<file path="src/rtl/piezo_pkg.sv">
// Shared types and the fixed note table for the piezo tune sequencer.
package piezo_pkg;

    localparam int TICK_CNT_DFLT  = 500000;
    localparam int NUM_NOTES_DFLT = 8;

    typedef enum logic [2:0] {IDLE, LOAD, PLAY, GAP, DONE} state_t;

    typedef struct packed {
        logic [14:0] per;
        logic [7:0]  dur;
    } note_t;

    // dur==0 marks the end of the tune
    localparam note_t TUNE [NUM_NOTES_DFLT] = '{
        '{per: 15'd23889, dur: 8'd10},
        '{per: 15'd18961, dur: 8'd10},
        '{per: 15'd15944, dur: 8'd10},
        '{per: 15'd11945, dur: 8'd20},
        '{per: 15'd0,     dur: 8'd0},
        '{per: 15'd0,     dur: 8'd0},
        '{per: 15'd0,     dur: 8'd0},
        '{per: 15'd0,     dur: 8'd0}
    };

    // Entries past the table read as end-of-tune markers.
    function automatic note_t tune_at(input int i);
        logic [2:0] sel;
        sel = i[2:0];
        if (i < 0 || i >= NUM_NOTES_DFLT) return '0;
        return TUNE[sel];
    endfunction

endpackage

</file>
<file path="src/rtl/piezo_tune_seq_if.sv">
// Control/handshake bundle between the tune sequencer and its surroundings.
interface piezo_tune_seq_if #(parameter int NUM_NOTES = 8);
    localparam int IW = (NUM_NOTES > 1) ? $clog2(NUM_NOTES) : 1;

    logic          start;
    logic          abort;
    logic          note_over;
    logic          tick_en;
    logic          dur_clr;
    logic [7:0]    note_dur;
    logic [14:0]   note_per;
    logic          sound_en;
    logic [IW-1:0] note_idx;
    logic          busy;
    logic          done;

    modport master (
        output start, abort, note_over,
        input  tick_en, dur_clr, note_dur, note_per, sound_en, note_idx, busy, done
    );

    modport slave (
        input  start, abort, note_over,
        output tick_en, dur_clr, note_dur, note_per, sound_en, note_idx, busy, done
    );
endinterface

</file>
<file path="src/rtl/piezo_tick_gen.sv">
// Free-running prescaler producing a one-cycle tick every TICK_CNT clocks.
module piezo_tick_gen #(
    parameter int TICK_CNT = 500000
) (
    input  logic clk,
    input  logic rst,
    input  logic clr,
    output logic tick
);
    localparam int W = (TICK_CNT > 1) ? $clog2(TICK_CNT) : 1;

    logic [W-1:0] cnt;

    assign tick = (cnt == W'(TICK_CNT - 1));

    always_ff @(posedge clk) begin
        if (rst || clr)  cnt <= '0;
        else if (tick)   cnt <= '0;
        else             cnt <= cnt + 1'b1;
    end
endmodule

</file>
<file path="src/rtl/piezo_tune_seq.sv">
// Steps through the note table, driving the duration counter's enable/clear
// and inserting silent gaps between notes.
module piezo_tune_seq
    import piezo_pkg::*;
#(
    parameter int TICK_CNT  = TICK_CNT_DFLT,
    parameter int GAP_TICKS = 2,
    parameter int NUM_NOTES = NUM_NOTES_DFLT
) (
    input logic            clk,
    input logic            rst,
    piezo_tune_seq_if.slave bus
);
    localparam int IW = (NUM_NOTES > 1) ? $clog2(NUM_NOTES) : 1;
    localparam int GW = $clog2(GAP_TICKS) + 1;

    state_t        state, state_nx;
    logic          tick, pre_clr, gap_last, last_note;
    logic [IW-1:0] idx;
    logic [GW-1:0] gap_cnt;
    note_t         cur, nxt;
    logic          busy_q, done_q;

    assign pre_clr = (state == IDLE) || (state == LOAD);

    piezo_tick_gen #(.TICK_CNT(TICK_CNT)) u_tick (
        .clk  (clk),
        .rst  (rst),
        .clr  (pre_clr),
        .tick (tick)
    );

    assign nxt       = tune_at(int'(idx) + 1);
    assign gap_last  = tick && (gap_cnt == GW'(GAP_TICKS - 1));
    assign last_note = (int'(idx) == NUM_NOTES - 1) || (nxt.dur == 8'd0);

    always_comb begin
        state_nx     = state;
        bus.tick_en  = 1'b0;
        bus.dur_clr  = 1'b0;
        bus.sound_en = 1'b0;
        unique case (state)
            IDLE: if (bus.start && !bus.abort) state_nx = LOAD;
            LOAD: begin
                // the duration counter only loads when enabled, so clear rides on an enable
                bus.tick_en = 1'b1;
                bus.dur_clr = 1'b1;
                state_nx    = PLAY;
            end
            PLAY: begin
                bus.tick_en  = tick;
                bus.sound_en = (cur.per != 15'd0);
                if (bus.note_over) state_nx = GAP;
            end
            GAP:  if (gap_last) state_nx = last_note ? DONE : LOAD;
            DONE: state_nx = IDLE;
            default: state_nx = IDLE;
        endcase
        if (bus.abort) state_nx = IDLE;
    end

    always_ff @(posedge clk) begin
        if (rst) begin
            state   <= IDLE;
            idx     <= '0;
            gap_cnt <= '0;
            cur     <= '0;
            busy_q  <= 1'b0;
            done_q  <= 1'b0;
        end else begin
            state  <= state_nx;
            busy_q <= (state_nx != IDLE);
            done_q <= (state_nx == DONE);
            if (state == IDLE && state_nx == LOAD) idx <= '0;
            if (state == GAP  && state_nx == LOAD) idx <= idx + 1'b1;
            if (state == LOAD && state_nx == PLAY) cur <= tune_at(int'(idx));
            if (state != GAP)  gap_cnt <= '0;
            else if (tick)     gap_cnt <= gap_cnt + 1'b1;
        end
    end

    assign bus.note_idx = idx;
    assign bus.note_dur = cur.dur;
    assign bus.note_per = cur.per;
    assign bus.busy     = busy_q;
    assign bus.done     = done_q;
endmodule
</file>
<file path="src/flat_wrapper.sv">
// flat-port wrapper written by rule: the top's interface ports become plain ports
module piezo_tune_seq_flat import piezo_pkg::*;
#(
    parameter int TICK_CNT  = TICK_CNT_DFLT,
    parameter int GAP_TICKS = 2,
    parameter int NUM_NOTES = NUM_NOTES_DFLT
)
  (clk, rst, bus_start, bus_abort, bus_note_over, bus_tick_en, bus_dur_clr, bus_note_dur, bus_note_per, bus_sound_en, bus_note_idx, bus_busy, bus_done);
  piezo_tune_seq_if #(.NUM_NOTES(NUM_NOTES)) bus_i ();
  input logic clk;
  input logic rst;
  input wire logic [$bits(bus_i.start)-1:0] bus_start;
  input wire logic [$bits(bus_i.abort)-1:0] bus_abort;
  input wire logic [$bits(bus_i.note_over)-1:0] bus_note_over;
  output wire logic [$bits(bus_i.tick_en)-1:0] bus_tick_en;
  output wire logic [$bits(bus_i.dur_clr)-1:0] bus_dur_clr;
  output wire logic [$bits(bus_i.note_dur)-1:0] bus_note_dur;
  output wire logic [$bits(bus_i.note_per)-1:0] bus_note_per;
  output wire logic [$bits(bus_i.sound_en)-1:0] bus_sound_en;
  output wire logic [$bits(bus_i.note_idx)-1:0] bus_note_idx;
  output wire logic [$bits(bus_i.busy)-1:0] bus_busy;
  output wire logic [$bits(bus_i.done)-1:0] bus_done;
  assign bus_i.start = bus_start;
  assign bus_i.abort = bus_abort;
  assign bus_i.note_over = bus_note_over;
  assign bus_tick_en = bus_i.tick_en;
  assign bus_dur_clr = bus_i.dur_clr;
  assign bus_note_dur = bus_i.note_dur;
  assign bus_note_per = bus_i.note_per;
  assign bus_sound_en = bus_i.sound_en;
  assign bus_note_idx = bus_i.note_idx;
  assign bus_busy = bus_i.busy;
  assign bus_done = bus_i.done;
  piezo_tune_seq #(.TICK_CNT(TICK_CNT), .GAP_TICKS(GAP_TICKS), .NUM_NOTES(NUM_NOTES)) u_core (.clk(clk), .rst(rst), .bus(bus_i));
endmodule
</file>
<file path="config.mk">
export PLATFORM = sky130hd
export DESIGN_NAME = piezo_tune_seq_flat
export DESIGN_NICKNAME = d
export VERILOG_FILES = /design/src/rtl/piezo_pkg.sv /design/src/rtl/piezo_tune_seq_if.sv /design/src/rtl/piezo_tick_gen.sv /design/src/rtl/piezo_tune_seq.sv /design/src/flat_wrapper.sv
export SDC_FILE = /design/constraint.sdc
export NUM_CORES = 1
export LEC_CHECK = 0
export ABC_AREA = 1
export CAP_MARGIN = 30
export CORE_MARGIN = 10
export CORE_UTILIZATION = 30
export DETAILED_ROUTE_END_ITERATION = 8
export GPL_TIMING_DRIVEN = 0
export SLEW_MARGIN = 15
export SYNTH_ARGS = -nofsm -noshare
export SYNTH_HDL_FRONTEND = slang
export SYNTH_SLANG_ARGS = --single-unit
</file>
<file path="constraint.sdc">
create_clock -name clk -period 4.08 [get_ports clk]
set_input_delay 0.816 -clock clk [delete_from_list [all_inputs] [get_ports clk]]
set_output_delay 0.816 -clock clk [all_outputs]
set_load 0.02 [all_outputs]
</file>
* Yosys cells after proc, flatten, opt, wreduce, memory -nomap -nowiden
Memories as Yosys holds them, arrays and structs flattened. A register that Yosys moved wholly into a read port is not among the register bits.
Index checks and enable logic that the tools add are counted.
** Operators by class
- Add/sub/neg operators :: 4
- Reductions and logical operators :: 17
- Multiplexer cells :: 16
- Equality and inequality tests :: 10
- Bitwise gates (word level) :: 2
- Order comparisons :: 3
** Operators with widths (count)
- $ge A32 B5 Y1 const B :: 1
- $lt A32 B1 Y1 const B :: 1
- $mux W8 :: 4
- $mux W3 :: 7
- $add A19 B1 Y19 const B :: 1
- $eq A19 B19 Y1 const B :: 1
- $reduce_bool A15 Y1 :: 1
- $pmux W3 S4 :: 1
- $eq A3 B1 Y1 const B :: 3
- $eq A3 B2 Y1 const B :: 3
- $logic_not A8 Y1 :: 1
- $not A3 Y4 :: 2
- $logic_and A1 B1 Y1 :: 5
- $add A3 B1 Y4 const B :: 1
- $ge A4 B4 Y1 const B :: 1
- $logic_or A1 B1 Y1 :: 4
- $reduce_or A2 Y1 :: 2
- $add A3 B1 Y3 const B :: 1
- $eq A3 B3 Y1 const B :: 1
- $logic_not A3 Y1 :: 1
- $mux W1 :: 3
- $ne A3 B2 Y1 const B :: 1
- $reduce_bool A3 Y1 :: 1
- $add A2 B1 Y2 const B :: 1
- 4 further kinds :: 4
** Storage, ports and cells
- Memory bits (read-only) :: 368
- Memories kept :: 2
- Register bits after elaboration :: 29
- Logic and storage cells :: 60
** Memory list
- (name not given) :: depth 8, bits a word 23, rd ports 1, clocked after memory_dff 1, write ports 0, line piezo_pkg.sv:31 : return TUNE[sel];
- (name not given) :: depth 8, bits a word 23, rd ports 1, clocked after memory_dff 0, write ports 0, line piezo_pkg.sv:31

* Depth between registers and ports, before layout
- Depth in word-level cells :: 16
- Mapped depth :: 15

* By module
A second synthesis with hierarchy kept.
** Unflattened totals
- Cells, all modules :: 298
- Area total of the unflattened synthesis :: 2138.3 µm²
** By module, submodules not included
- piezo_tune_seq :: cells each 145, area an instance 1127.3 µm², sequential area each 400.4 µm², instances 1
- piezo_tick_gen :: cells each 153, area an instance 1011.0 µm², sequential area each 380.4 µm², instances 1

* Worst setup path before layout
Ideal clock, no wire load.
- Kind :: reg-to-output
- From :: reg u_core.u_tick.cnt[0]
- To :: out bus_tick_en
- Setup slack :: 1.742 ns
- Cell stages (with the launch flop) :: 8
- Buffers on the path :: 0
- Arrival time :: 1.522 ns
- Cells stage by stage :: dfxtp_1 ha_1 nand2_1 nor2_2 nand3_1 nor2_1 inv_1 o21ai_0
** Between the ends
- Longest elaborated chain between the ends :: 2
** RTL lines
- from (decl) :: line piezo_tick_gen.sv:12 : logic [W-1:0] cnt;
- from (signal assigned) :: line piezo_tick_gen.sv:19 : else cnt <= cnt + 1'b1;
- $eq A19 B19 Y1 :: line piezo_tick_gen.sv:14 : assign tick = (cnt == W'(TICK_CNT - 1));
- $pmux W1 S2 :: line piezo_tune_seq.sv:42 : unique case (state)
- to (decl) :: line flat_wrapper.sv:15 : output wire logic [$bits(bus_i.tick_en)-1:0] bus_tick_en;
No other way between the ends.

* Final worst setup path
Ends and elaborated chain as after synthesis.

==> flow_summary_export.csv <==
group,metric,value,unit
routing,wl_met1,2160,um
worst_hold_path,hold_path_class,"flop to flop",
logic_synthesis,ys_seq_area_share,38.1,%
clocking,cts_inserted_buffers,5,
routing,viasPerCell,4.36,
logic_synthesis,synth.mux.area_fraction,0,%
routing,routed_wl,4360,um
sta,hold_viol_final,0,
worst_setup_path,crit_path_start_kind,"flop",
worst_setup_path,crit_required,3.26,ns
sta,period_share,76.6,%
clocking,ctsHoldBuffers,0,
final_layout,layout-drive-gt1-share,12.5,%
final_layout,regArea,781,um2
routing,dr.pass1.iters,5,
logic_synthesis,syn_inst,279,
logic_synthesis,synth_largest_area_cell,"dfxtp_1",
die,initial_core_util,30.5,%
routing,met3WireLength,232,um
routing,wl_met2,1880,um
final_layout,multi_input_area,0.00102,mm2
logic_synthesis,async_flop_share,0,%
worst_setup_path,crit_type,"flop to output port",
sta,skew,0.00354,ns
logic_synthesis,synthFlopType,"dfxtp_1",
sta,clock.fmax,0.320,GHz
die,rows,30,
outcome,outcome,"complete, no violations",
power,p_total,0.672,mW
place,finalWeightedCongestion,0.814,
clocking,clkTransAtPathRegs,0.07,ns
logic_synthesis,synth_compound_area_share,9.78,%
power,peakVddDrop,0.102,mV
global_route,gr-total-overflow,0,
clocking,cts_resized,0,
global_route,antenna_found_initial,0,
routing,highest_layer,"met4",
worst_setup_path,arrival,2.31,ns
sta,period_minus_slack,3.13,ns
clocking,cts_tree,"done",
worst_setup_path,slowest_delay,0.64,ns
logic_synthesis,yosys_register_bits,39,
clocking,root_buffer,"clkbuf_8",
die,die_w,103,um
logic_synthesis,synth.area.top_cells,"dfxtp_1 (38%), nand2_1 (9.2%), ha_1 (6.7%)",
final_layout,fillers,692,
die,core_area,0.00672,mm2
global_route,grt_pass1_vias,1510,
clocking,post_cts_buffers,0,
final_layout,area_growth,23.5,%
routing,vias,1742,
logic_synthesis,synth-xor-area-share,0.856,%
worst_setup_path,crit_chain,"ha_1 > nand2_1 > nor2_2 > nand3_1 > nor2_1 > inv_1 > o21ai_0 > clkdlybuf4s50_1",
global_route,grt_max_degree,12,
routing,first_iter_violations,77,
final_layout,antenna_cells,0,
logic_synthesis,synth_area,0.00205,mm2
power,pwr_density_cell,266,mW/mm2
clocking,htree_levels,2,
sta,finalSetupViolations,0,
clocking,clock_sinks,39,
clocking,ctsLongestPathBuffers,2,
clocking,clk_latency,0.29,ns
die,ios,36,
place,portBuffers,28,
sta,slew_viol_final,0,
logic_synthesis,synth_edf_count,0,
logic_synthesis,synth_top_area_share,38.1,%
worst_setup_path,crit_slowest_cell,"clkdlybuf4s50_1",
final_layout,nNetsFinal,335,
job,drv_cap,0,
sta,finalSetupTns,0,ns
logic_synthesis,synth-simple-area-share,31.5,%
die,die-height,103,um
logic_synthesis,synth_top_family_by_area,"simple AND/OR/NAND/NOR gates",
routing,antenna_left,0,
sta,rsz0062_at_grt,"false",
global_route,grt_usage,8.28,%
logic_synthesis,syn-mean-instance-area,7.34,um2
global_route,grt_pass1_wl,7030,um
worst_setup_path,critPathMaxFanout,4,
die,die_area,0.0105,mm2
worst_setup_path,cp-end-kind,"output port",
place,dpl.hpwl,3390,um
routing,wl_per_cell,10.9,um
worst_setup_path,r2r_slack,2.01,ns
logic_synthesis,yosys_warnings,0,
routing,route.detailed.drc,0,
logic_synthesis,yosysUniqueCellTypes,31,
logic_synthesis,synthAdderAreaFrac,6.72,%
power,leakagePower,0.958,nW
[final timing paths]
check | startpoint | cells past startpoint | end
worst min-delay path | u_core.u_tick.cnt[0] | 1 | u_core.u_tick.cnt[0]
worst min register to register | u_core.u_tick.cnt[0] | 1 | u_core.u_tick.cnt[0]
worst max-delay path | u_core.u_tick.cnt[0] | 8 | bus_tick_en
worst max register to register | u_core.bus.note_idx[1] | 14 | u_core.bus.note_idx[1]
[synthesized netlist by cell type (2+ instances only)]
| cell | count |
|---|---|
| a31oi_1 | 3 |
| nor3_2 | 2 |
| nand3_1 | 11 |
| nor3_1 | 7 |
| nand2_2 | 5 |
| a21oi_1 | 20 |
| o21a_1 | 3 |
| inv_2 | 2 |
| nand4_1 | 7 |
| o21ai_0 | 7 |
| nand3b_1 | 2 |
| nand2_1 | 50 |
| nor4_1 | 2 |
| inv_1 | 36 |
| clkbuf_1 | 2 |
| nand3_2 | 3 |
| buf_4 | 14 |
| ha_1 | 11 |
| nor2_2 | 5 |
| nor3b_1 | 3 |
| nor2_1 | 36 |
| dfxtp_1 | 39 |
[registers in the layout, indices dropped and copies added (netlist names)]
signal and flops:
u_core.bus.busy 1, u_core.bus.done 1, u_core.bus.note_dur 1, u_core.bus.note_idx 3, u_core.bus.note_per 9, u_core.gap_cnt 2, u_core.state 3, u_core.u_tick.cnt 19
[critical path, delay by kind of cell (launching register included)]
kind                       cells  cell delay (ns)
DFF                            1             0.37
AOI/OAI and AO/OA              1             0.17
and+or+nand+nor                4             0.50
adders and majority gates      1             0.21
buffers and inverters          2             0.76
[cell type report]
cell class                      instances  area share, %
Tap cell                               80           3.96
Multi-Input combinational cell        190           40.5
Clock inverter                          1          0.198
Sequential cell                        39           30.9
Inverter                               39           5.89
Buffer                                 16           4.46
Clock buffer                            7           3.02
Timing Repair Buffer                   28           11.1
[logic make-up (layout without fill, tap and decap cells)]
family	Yosys count	count (layout)
and+or+nand+nor	135	135
buffers and inverters	55	91
DFF	39	39
AOI/OAI and AO/OA	36	36
adders and majority gates	11	11
xor gates and xnor gates	2	2
other	1	6
[per-stage QoR]
stage	worst slack, ns	hold slack [ns]	area [um2]	instances	utilization [%]
2_1_floorplan	1.74	0.429	2070	284	-
3_3_place_gp	1.25	0.445	2450	392	36.4
3_5_place_dp	1.26	0.460	2450	392	36.4
4_1_cts	0.946	0.477	2530	400	37.6
5_1_grt	0.690	0.494	2530	400	37.6
6_report	0.955	0.467	2530	400	37.6
[routing by layer]
metal  up-vias  global-route usage, %
met5         -                      0
met4         0                   3.90
met3         5                   2.48
met2        28                   12.4
met1       747                   10.6
li1        962                      -
[placed cells by master, fill, tap and decap left out, drive strengths merged]
cell type / netlist / final
a21o: 1 / 1
o21a: 3 / 3
dfxtp: 39 / 39
a211oi: 1 / 1
inv: 39 / 39
nor3: 9 / 9
a31oi: 3 / 3
nor3b: 3 / 3
nand3: 14 / 14
nor2: 41 / 41
clkbuf: 2 / 9
clkdlybuf4s50: 0 / 28
a21oi: 20 / 20
clkinv: 0 / 1
conb: 1 / 6
xor2: 1 / 1
xnor2: 1 / 1
nor4: 2 / 2
nand4: 7 / 7
nand3b: 2 / 2
nand2: 56 / 56
buf: 14 / 14
o21ai: 7 / 7
o41ai: 1 / 1
or2: 1 / 1
ha: 11 / 11
[where the power goes]
part | switching (mW) | internal (mW)
Combinational | 0.0236 | 0.0154
Clock | 0.129 | 0.120
Sequential | 0.00141 | 0.382
Power figures use the tool's default switching activity.
